[src/rtl/crp16_defs_pkg.sv]
// crp16_defs: shared widths and the writeback entry layout for the CRP16
// writeback path.
//   REG_SEL_W - register index width
//   DATA_W    - register data width
//   NUM_REGS  - architectural register count (one pending bit each)
//   wb_entry  - one queued register-file write {sel, val}
package crp16_defs;

  localparam int unsigned REG_SEL_W = 3;
  localparam int unsigned DATA_W    = 16;
  localparam int unsigned NUM_REGS  = 8;

  typedef struct packed {
    logic [REG_SEL_W-1:0] sel;
    logic [DATA_W-1:0]    val;
  } wb_entry;

endpackage

[src/rtl/crp16_sel_decode.sv]
// crp16_sel_decode: 3-to-8 one-hot decoder with enable.
//   en     in  - when low the output is all zeros
//   sel    in  - register index
//   onehot out - bit sel set when en is high
module crp16_sel_decode
  import crp16_defs::*;
(
  input  logic                 en,
  input  logic [REG_SEL_W-1:0] sel,
  output logic [NUM_REGS-1:0]  onehot
);

  always_comb begin
    onehot = '0;
    if (en) onehot[sel] = 1'b1;
  end

endmodule

[src/rtl/crp16_writeback_queue.sv]
// crp16_writeback_queue: in-order writeback FIFO in front of the CRP16
// register file's single write port.
//   clock, reset_n           - clock, asynchronous active-low reset
//   alu_valid/sel/val/ready  - ALU result handshake
//   mem_valid/sel/val/ready  - load result handshake (enqueued ahead of ALU)
//   write/write_sel/write_val - register file write port, head of queue
//   pending                  - per-register "write still queued" scoreboard
//   count                    - current occupancy, 0..DEPTH
module crp16_writeback_queue
  import crp16_defs::*;
#(
  parameter  int unsigned DEPTH = 4,
  localparam int unsigned PTR_W = $clog2(DEPTH)
) (
  input  logic                 clock,
  input  logic                 reset_n,
  input  logic                 alu_valid,
  input  logic [REG_SEL_W-1:0] alu_sel,
  input  logic [DATA_W-1:0]    alu_val,
  output logic                 alu_ready,
  input  logic                 mem_valid,
  input  logic [REG_SEL_W-1:0] mem_sel,
  input  logic [DATA_W-1:0]    mem_val,
  output logic                 mem_ready,
  output logic                 write,
  output logic [REG_SEL_W-1:0] write_sel,
  output logic [DATA_W-1:0]    write_val,
  output logic [NUM_REGS-1:0]  pending,
  output logic [PTR_W:0]       count
);

  localparam int unsigned CNT_W  = PTR_W + 1;
  localparam int unsigned FREE_W = PTR_W + 2;

  wb_entry              store [DEPTH];
  logic [PTR_W-1:0]     head;
  logic [PTR_W-1:0]     tail;
  logic [PTR_W-1:0]     alu_slot;
  logic                 pop;
  logic                 mem_push;
  logic                 alu_push;
  logic [1:0]           n_push;
  logic [FREE_W-1:0]    free;
  logic [NUM_REGS-1:0]  dec [DEPTH];

  // The register file never stalls, so a non-empty queue pops every cycle
  // and that slot is already usable by this cycle's pushes.
  always_comb begin
    pop       = (count != '0);
    free      = FREE_W'(DEPTH) - FREE_W'(count) + FREE_W'(pop);
    mem_ready = reset_n & (free >= FREE_W'(1));
    alu_ready = reset_n & (mem_valid ? (free >= FREE_W'(2)) : (free >= FREE_W'(1)));
    mem_push  = mem_valid & mem_ready;
    alu_push  = alu_valid & alu_ready;
    n_push    = {1'b0, mem_push} + {1'b0, alu_push};
    alu_slot  = mem_push ? (tail + PTR_W'(1)) : tail;
  end

  always_ff @(posedge clock or negedge reset_n) begin
    if (!reset_n) begin
      head  <= '0;
      tail  <= '0;
      count <= '0;
    end else begin
      head  <= head + PTR_W'(pop);
      tail  <= tail + PTR_W'(n_push);
      count <= count + CNT_W'(n_push) - CNT_W'(pop);
    end
  end

  // Entry payload carries no reset; occupancy alone defines validity.
  always_ff @(posedge clock) begin
    if (mem_push) store[tail]     <= '{sel: mem_sel, val: mem_val};
    if (alu_push) store[alu_slot] <= '{sel: alu_sel, val: alu_val};
  end

  always_comb begin
    write     = pop;
    write_sel = pop ? store[head].sel : '0;
    write_val = pop ? store[head].val : '0;
  end

  // An entry is live when its distance from head is below the occupancy.
  for (genvar g = 0; g < DEPTH; g++) begin : g_entry
    logic [PTR_W-1:0] offs;
    logic             live;

    always_comb begin
      offs = PTR_W'(g) - head;
      live = (CNT_W'(offs) < count);
    end

    crp16_sel_decode u_dec (
      .en     (live),
      .sel    (store[g].sel),
      .onehot (dec[g])
    );
  end

  always_comb begin
    pending = '0;
    for (int unsigned i = 0; i < DEPTH; i++) pending |= dec[i];
  end

endmodule

[config.mk]
export PLATFORM = sky130hd
export DESIGN_NAME = crp16_writeback_queue
export DESIGN_NICKNAME = d
export VERILOG_FILES = /design/src/rtl/crp16_defs_pkg.sv /design/src/rtl/crp16_sel_decode.sv /design/src/rtl/crp16_writeback_queue.sv
export SDC_FILE = /design/constraint.sdc
export NUM_CORES = 1
export LEC_CHECK = 0
export BUFFER_PORTS_ARGS = -buffer_cell sky130_fd_sc_hd__buf_2
export CAP_MARGIN = 10
export CORE_ASPECT_RATIO = 1.5
export CORE_UTILIZATION = 30
export DETAILED_ROUTE_END_ITERATION = 6
export GPL_ROUTABILITY_DRIVEN = 1
export PLACE_DENSITY = 0.51
export SLEW_MARGIN = 30
export SYNTH_ARGS = -nofsm -noshare
export SYNTH_HDL_FRONTEND = slang
export SYNTH_SLANG_ARGS = --single-unit
[constraint.sdc]
create_clock -name clock -period 9.8 [get_ports clock]
set_clock_uncertainty 0.1 [all_clocks]
set_input_delay 0.98 -clock clock [delete_from_list [all_inputs] [get_ports clock]]
set_output_delay 0.98 -clock clock [all_outputs]
set_load 0.02 [all_outputs]
==> impl_metrics.yaml, run 1 <==
run_status:
  status: "completed"
die:
  die_width_um: 106
  pin_count: 75
  die_h_um: 158
  fp.dieArea_sq_um: 16800
  row_count: 56
  core_area_sq_um: 15800
  start_util_pct: 31.0
sta:
  final.setup.worst_slack_ns: 5.29
  fin_crit_ns: 4.51
  max_freq_mhz: 222
  rsz0062_at_grt: "no"
  slew_violations: 0
  tightest_slew_ns: 0.858
  finalSetupTns_ns: 0
  final-setup-viol-count: 0
  hold_violations: 0
  relSlewSlack_pct: 42.7
  finalCritPeriodShare_pct: 46.0
cts:
  post_cts_resized: 0
  cts_root_buffer: "clkbuf_16"
  clk_pin_slew_ns: 0.06
  holdBufCountCts: 0
  htreeDepth: 3
  cts_tree: "yes"
  cts_inserted_buffers: 9
  clk_latency_ns: 0.33
  clkSinkCount: 83
  cts_setup_buffers: 0
  cts.path.max_buffers: 2
placed_design:
  postPlaceCellArea_sq_um: 5450
  portBuffers: 74
  dp.final_hpwl_um: 8160
  place_congestion: 0.816
  pre_cts_ws_ns: 5.12
  dpl.cell_count: 601
setup_path:
  critPathSlowestCell: "dfrtp_1"
  startpoint_type: "flip-flop"
  arrival_ns: 3.43
  required_ns: 8.72
  worstPathCellList: "buf_4 > xor2_1 > inv_1 > ha_1 > a21oi_1 > o21ai_0 > nor3_1 > or4_1 > buf_2"
  end_kind: "output port"
  worstPathMaxFanout: 13
  max_stage_delay_ns: 0.85
  critical_path_class: "reg -> out"
final_layout:
  layout.nets: 468
  layout.cells.non_filler: 617
  antenna_cells: 0
  design_area_sq_um: 5740
  drive_above_1_share_pct: 36.2
  area_growth_pct: 17.5
min_path:
  hp-class: "in -> async"
yosys:
  seq_area_frac_synth_pct: 50.3
  async_reset_ff_share_pct: 8.43
  synth_seq_cells: 83
  synthFlopType: "edfxtp_1"
  yosysTopAreaCellShare_pct: 46.7
  syn_nets: 394
  yosysTopAreaCell: "edfxtp_1"
  netlist_top_cells_area: "edfxtp_1 47%, mux2_1 11%, mux4_2 8.8%"
  synth_warnings: 0
  syn_inst: 335
  yosys.cell_types.count: 49
  synth_edf_count: 76
  netlist_area_sq_um: 4890
  synth_area_per_cell_sq_um: 14.6
routing:
  first_pass_iters: 7
  wire_per_inst_um: 18.9
  vias_per_cell: 4.92
  drc_errors: 0
  num_vias: 3038
  ant_nets: 0
  wirelength_um: 11700
  drt_iter0_drc: 95
global_route:
  grt_antenna_before_repair: 0
  grt_usage_pct: 14.3
  grt_pass1_vias: 3281
  overflow: 0
  grt_max_degree: 24
  grt_pass1_wl_um: 17800
power_and_ir_drop:
  combPwrFrac_pct: 49.1
  p_leak_nw: 2.21
  power.internal_w: 0.00110
  clockPowerShare_pct: 17.8
  swShare_pct: 39.8
  power_density_nw_per_um2: 318
  total_power_w: 0.00183
  p_switching_w: 0.000727
  seq_power_share_pct: 33.1
  vdd_ir_drop_max_uv: 82.2
job:
  cap_violations: 0
synth_stat cells, types with 2 or more instances:
library cell,instances
buf_6,6
xor2_1,2
o21bai_1,4
a21oi_1,5
nor3_1,6
mux2_4,19
nor2_1,6
mux2_1,46
o21ai_0,2
edfxtp_1,76
buf_2,6
clkbuf_1,3
mux4_2,19
a211o_1,2
and3_1,2
xnor2_1,4
a32oi_1,3
o221ai_1,2
ha_1,16
nand2_1,15
inv_1,16
nor2b_1,23
nand2b_1,6
o32ai_1,2
nand3_1,2
dfrtp_1,7
mux2_2,12
a31oi_1,2
critical path: cells and delay by family, from the launching register on:
kind / cells / cell delay (ns)
AOI/OAI and AO/OA: 2 / 0.64
xor gates and xnor gates: 1 / 0.22
adders and majority gates: 1 / 0.27
buffers and inverters: 3 / 0.62
DFF: 1 / 0.85
and+or+nand+nor: 2 / 0.48
power groups by stage:
stage	Clock [W]	Combinational (W)	Sequential, W
floorplan	0	0.000664	0.000582
global placement	0	0.000890	0.000614
detailed placement	0	0.000916	0.000617
CTS	0.000333	0.000919	0.000610
global route	0.000346	0.000988	0.000620
finish	0.000325	0.000898	0.000605
area by class of cell:
| type | count | area, sq um |
|---|---|---|
| well taps | 203 | 254 |
| inverters | 16 | 60.1 |
| fillers | 1554 | 10000 |
| clock inverters | 2 | 10.0 |
| repair buffers | 79 | 408 |
| multi-input cells | 220 | 2280 |
| clock buffers | 14 | 275 |
| flip-flops and latches | 83 | 2460 |
metrics by stage:
step                      utilization, %  hold slack [ns]
after floorplan                        -            0.440
after global placement              34.6            0.583
after detailed placement            34.6            0.605
after CTS                           36.4            0.400
after global routing                36.4            0.410
final                               36.4            0.402
final timing paths:
kind	from	to	slack, ns	cells after the start
worst min register to register	count[0]$_DFF_PN0_	count[0]$_DFF_PN0_	0.60	1
worst max-delay path	head[0]$_DFF_PN0_	pending[1]	5.29	9
min in group clock	count[0]$_DFF_PN0_	count[0]$_DFF_PN0_	0.60	1
worst max register to register	count[2]$_DFF_PN0_	store[0][14]$_DFFE_PP_	5.64	10
worst min-delay path	reset_n	head[1]$_DFF_PN0_	0.40	1
max in group asynchronous	reset_n	tail[0]$_DFF_PN0_	9.00	1
kinds of logic (layout without fill, tap and decap cells):
| logic type | after synthesis | in the layout | share of synthesized area [%] |
|---|---|---|---|
| adders and majority gates | 17 | 17 | 4.50 |
| xor gates and xnor gates | 6 | 6 | 1.07 |
| DFF | 83 | 83 | 50.3 |
| buffers and inverters | 32 | 111 | 3.53 |
| AOI/OAI and AO/OA | 33 | 33 | 5.04 |
| muxes | 97 | 97 | 28.1 |
| and+or+nand+nor | 67 | 67 | 7.45 |
cells in the final DEF, fill, tap and decap left out, types with 11 or more instances in the layout:
master / count
nor2b_1: 23
mux2_1: 46
mux2_2: 12
buf_2: 74
inv_1: 16
ha_1: 16
nand2_1: 11
mux2_4: 19
edfxtp_1: 76
mux4_2: 19
registers in the layout, summed over array words and instances, names as in the netlist:
signal / cells
tail: 2
count: 3
store: 76
head: 2
metal layers:
| metal | share of wire [%] | vias up | routed length, um | global-route usage (%) |
|---|---|---|---|---|
| met5 | 0 | - | 0 | 0 |
| met4 | 2.3 | 0 | 270 | 6.08 |
| met3 | 3.2 | 20 | 374 | 2.33 |
| met2 | 56 | 81 | 6550 | 27.9 |
| met1 | 38 | 1500 | 4450 | 15.0 |
| li1 | - | 1437 | - | - |
Power figures use the tool's default switching activity.
==> inputs of run 2 (changes only) <==
PLACE_DENSITY = 0.52   (was 0.51)
clock period = 4 ns   (was 9.8 ns; I/O delays follow)
==> impl_metrics.yaml, run 2 (synthesis gave the netlist of run 1 again) <==
power_and_ir_drop:
  p_switching_w: 0.00180
  clockPowerShare_pct: 17.3
  p_leak_nw: 2.28
  swShare_pct: 39.5
  combPwrFrac_pct: 50.6
  vdd_ir_drop_max_uv: 251
  power.internal_w: 0.00276
  total_power_w: 0.00455
  seq_power_share_pct: 32.1
  power_density_nw_per_um2: 779
routing:
  ant_nets: 0
  wire_per_inst_um: 18.8
  first_pass_iters: 4
  num_vias: 3173
  vias_per_cell: 5.04
  drc_errors: 0
  wirelength_um: 11800
  drt_iter0_drc: 151
cts:
  clkSinkCount: 83
  post_cts_resized: 0
  cts.path.max_buffers: 2
  cts_inserted_buffers: 9
  clk_latency_ns: 0.33
  clk_pin_slew_ns: 0.06
  cts_tree: "yes"
  htreeDepth: 3
  cts_root_buffer: "clkbuf_16"
sta:
  fin_crit_ns: 3.39
  finalCritPeriodShare_pct: 84.7
  relSlewSlack_pct: 60.5
  final.setup.worst_slack_ns: 0.611
  final-setup-viol-count: 0
  max_freq_mhz: 295
  finalSetupTns_ns: 0
  tightest_slew_ns: 0.587
  rsz0062_at_grt: "no"
  hold_violations: 0
  slew_violations: 0
die:
  pin_count: 75
  die_h_um: 158
  start_util_pct: 31.0
  die_width_um: 106
  row_count: 56
  core_area_sq_um: 15800
  fp.dieArea_sq_um: 16800
final_layout:
  final.fill_count: 1546
  antenna_cells: 0
  largestRegisters: "store (76), count (3)"
  layout.nets: 482
  regMostFlops: "store"
  fin_util_pct: 37.1
  final_common_cell: "edfxtp_1"
  largest_reg_flops: 76
  final_cell_mix: "76 x edfxtp_1, 74 x buf_2, 46 x mux2_1"
  drive_above_1_share_pct: 36.8
  area_growth_pct: 19.5
min_path:
  hp-class: "in -> reg"
global_route:
  grt_max_degree: 21
  grt_pass1_vias: 3384
  grt_pass1_wl_um: 18600
  grt_antenna_before_repair: 0
  grt_usage_pct: 14.9
  overflow: 0
setup_path:
  startpoint_type: "flip-flop"
  max_stage_delay_ns: 0.48
  critPathSlowestCell: "dfrtp_1"
  cp_common_cell: "ha_1"
  end_kind: "flip-flop"
  critical_path_class: "reg -> reg"
  worstPathCellList: "nor3_2 > ha_1 > inv_1 > ha_1 > nand2b_1 > a32o_1 > nor3b_1 > o21a_1 > a21o_1 > buf_12"
  arrival_ns: 3.33
  worstPathMaxFanout: 13
  required_ns: 3.94
placed_design:
  portBuffers: 74
  dp.final_hpwl_um: 8710
  pre_cts_ws_ns: 0.607
  place_congestion: 0.821
job:
  cap_violations: 0
run_status:
  status: "completed"
[run 2: cell count changes in the layout (fill, tap and decap cells not counted), moves of 2 or more]
cell	previous run	this run
nand2_2	4	0
buf_4	5	17
clkinv_1	0	2
nand2_1	11	15
[run 2: power groups by stage]
| stage | clock, W | combinational, W | sequential (W) |
|---|---|---|---|
| after floorplan | 0 | 0.00163 | 0.00143 |
| after global placement | 0 | 0.00231 | 0.00148 |
| after detailed placement | 0 | 0.00234 | 0.00148 |
| after CTS | 0.000807 | 0.00235 | 0.00147 |
| after global routing | 0.000835 | 0.00253 | 0.00149 |
| final | 0.000787 | 0.00231 | 0.00146 |
[run 2: cell type report]
type / instances / area (sq um) / share of cell area (%)
Inverter: 16 / 60.1 / 1.03
Tap cell: 203 / 254 / 4.35
Sequential cell: 83 / 2460 / 42.1
Clock buffer: 11 / 233 / 3.98
Multi-Input combinational cell: 220 / 2270 / 38.8
Timing Repair Buffer: 93 / 528 / 9.03
Clock inverter: 4 / 42.5 / 0.728
[run 2: final timing paths]
path                               startpoint                      to  slack, ns  depth (start not counted)
setup / recovery           count[0]$_DFF_PN0_  store[1][16]$_DFFE_PP_       0.61                         10
hold / removal                     alu_val[6]   store[0][6]$_DFFE_PP_       0.30                          2
setup reg to reg           count[0]$_DFF_PN0_  store[1][16]$_DFFE_PP_       0.61                         10
hold reg to reg             head[1]$_DFF_PN0_       head[1]$_DFF_PN0_       0.60                          2
max in group asynchronous             reset_n       head[0]$_DFF_PN0_       3.20                          2
min in group asynchronous             reset_n      count[2]$_DFF_PN0_       0.36                          2
[run 2: metrics by stage]
step | hold slack [ns] | area (sq um) | cells
6_report | 0.304 | 5840 | 630
5_1_grt | 0.293 | 5840 | 630
4_1_cts | 0.285 | 5840 | 630
3_5_place_dp | 0.180 | 5560 | 614
3_3_place_gp | 0.181 | 5560 | 614
2_1_floorplan | 0.00441 | 4890 | 335
[run 2: layer usage]
layer  routed length (um)  GRT usage, %
met1                 4640          15.8
met2                 6510          28.7
met3                  353          2.05
met4                  318          6.94
met5                    0             0
[run 2: timing repair]
item / 4_1_cts / 5_1_grt
endpoints found under the hold margin: 7 / 0
setup buffers: 0 / 0
hold buffers: 1 / 0
[run 2: critical path, delay by kind of cell (launching register included)]
kind	cells	cell delay (ns)
compound gates	3	1.20
simple gates	3	0.56
buf+inv	2	0.25
flops	1	0.48
fa+ha+maj	2	0.48
==> inputs of run 3 (changes only) <==
PLACE_DENSITY = 0.51   (was 0.52)
clock period = 3.23 ns   (was 4 ns; I/O delays follow)
==> impl_metrics.yaml, run 3 (synthesis gave the netlist of run 1 again) <==
run_status:
  status: "completed"
cts:
  clk_pin_slew_ns: 0.06
  clk_latency_ns: 0.33
  cts.path.max_buffers: 2
  cts_tree: "yes"
  cts_setup_buffers: 0
  cts_root_buffer: "clkbuf_16"
  clkSinkCount: 83
  cts_inserted_buffers: 9
  htreeDepth: 3
placed_design:
  pre_cts_ws_ns: 0.146
  dp.final_hpwl_um: 8680
  place_congestion: 0.848
  postPlaceCellArea_sq_um: 5680
  portBuffers: 74
  dpl.cell_count: 621
setup_path:
  reg2reg_setup_slack_ns: 0.16
  worstPathMaxFanout: 3
  end_kind: "flip-flop"
  startpoint_type: "flip-flop"
  critical_path_class: "reg -> reg"
  startpoint: "count[0]$_DFF_PN0_"
  required_ns: 3.34
  arrival_ns: 3.18
  r2r-start: "count[0]$_DFF_PN0_"
final_layout:
  final.fill_count: 1533
  multi_input_comb_area_sq_um: 2340
  regMostFlops: "store"
  area_growth_pct: 22.8
  largest_reg_flops: 76
  layout.cells.non_filler: 639
  final_cell_mix: "76 x edfxtp_1, 74 x buf_2, 46 x mux2_1"
  largestRegisters: "store (76), count (3)"
  final_common_cell: "edfxtp_1"
  design_area_sq_um: 6010
  layout.nets: 489
  drive_above_1_share_pct: 40.5
  regArea_sq_um: 2460
die:
  pin_count: 75
  die_h_um: 158
  die_width_um: 106
  core_area_sq_um: 15800
  row_count: 56
  start_util_pct: 31.0
  fp.dieArea_sq_um: 16800
sta:
  fin_crit_ns: 3.07
  fin_hold_ws_ns: 0.219
  slew_violations: 0
  hold_violations: 0
  max_freq_mhz: 326
  finalCritPeriodShare_pct: 95.0
  final.setup.worst_slack_ns: 0.160
  relSlewSlack_pct: 60.9
  final-setup-viol-count: 0
  finalSetupTns_ns: 0
  rsz0062_at_grt: "no"
  tightest_slew_ns: 0.581
global_route:
  grt_max_degree: 21
  grt_pass1_wl_um: 18700
  overflow: 0
  grt_usage_pct: 15.2
  grt_pass1_vias: 3348
  grt_antenna_before_repair: 1
power_and_ir_drop:
  p_leak_nw: 2.33
  power_density_nw_per_um2: 979
  vdd_ir_drop_max_uv: 332
routing:
  first_pass_iters: 4
  drt_iter0_drc: 106
  ant_nets: 0
  wire_per_inst_um: 19.1
  drc_errors: 0
  vias_per_cell: 5.04
  num_vias: 3218
  wirelength_um: 12200
min_path:
  min_from: "alu_val[3]"
  hp-class: "in -> reg"
job:
  cap_violations: 0
-- run 3: final cells by class --
cell class / count / area share, %
multi-input cells: 220 / 38.9
inverters: 16 / 1.00
clock inverters: 5 / 1.29
diodes: 1 / 0.0417
repair buffers: 100 / 9.67
well taps: 203 / 4.23
flip-flops and latches: 83 / 41.0
clock buffers: 11 / 3.87
-- run 3: routing by layer --
metal / up-vias / global-route usage, % / routed length [um]
met2: 105 / 29.8 / 6830
met3: 16 / 2.37 / 464
met4: 0 / 5.49 / 208
met5: - / 0 / 0
li1: 1479 / - / -
met1: 1618 / 16.1 / 4700
-- run 3: repair_timing --
item	4_1_cts	5_1_grt
hold buffers	1	0
setup endpoints to repair	0	1
hold endpoints to repair	7	0
resized for setup	0	1
-- run 3: worst paths after layout --
| kind | endpoint | depth (start not counted) |
|---|---|---|
| max | count[2]$_DFF_PN0_ | 14 |
| min | store[3][3]$_DFFE_PP_ | 2 |
| max reg2reg | count[2]$_DFF_PN0_ | 14 |
| min reg2reg | tail[0]$_DFF_PN0_ | 1 |
| max in group asynchronous | count[1]$_DFF_PN0_ | 2 |
| min in group asynchronous | tail[1]$_DFF_PN0_ | 2 |
-- run 3: through the flow --
stage / total power [W] / util, %
after floorplan: 0.00387 / -
after global placement: 0.00481 / 36.0
after detailed placement: 0.00488 / 36.0
after CTS: 0.00597 / 38.1
after global routing: 0.00627 / 38.1
final: 0.00588 / 38.1
-- run 3: power by group --
| part | total (W) | switching (W) | internal, W |
|---|---|---|---|
| clock network | 0.00108 | 0.000403 | 0.000675 |
| registers | 0.00177 | 0.000166 | 0.00161 |
| logic | 0.00303 | 0.00174 | 0.00129 |
-- run 3: critical path, cell delays in order, from the launching register on --
cell	delay [ns]
dfrtp_2	0.42
nor3_4	0.23
ha_4	0.16
inv_1	0.05
ha_4	0.16
or2_0	0.21
a21oi_2	0.24
a31oi_4	0.13
ha_4	0.28
inv_1	0.04
ha_1	0.26
inv_1	0.04
ha_2	0.17
fa_2	0.35
xnor2_1	0.13
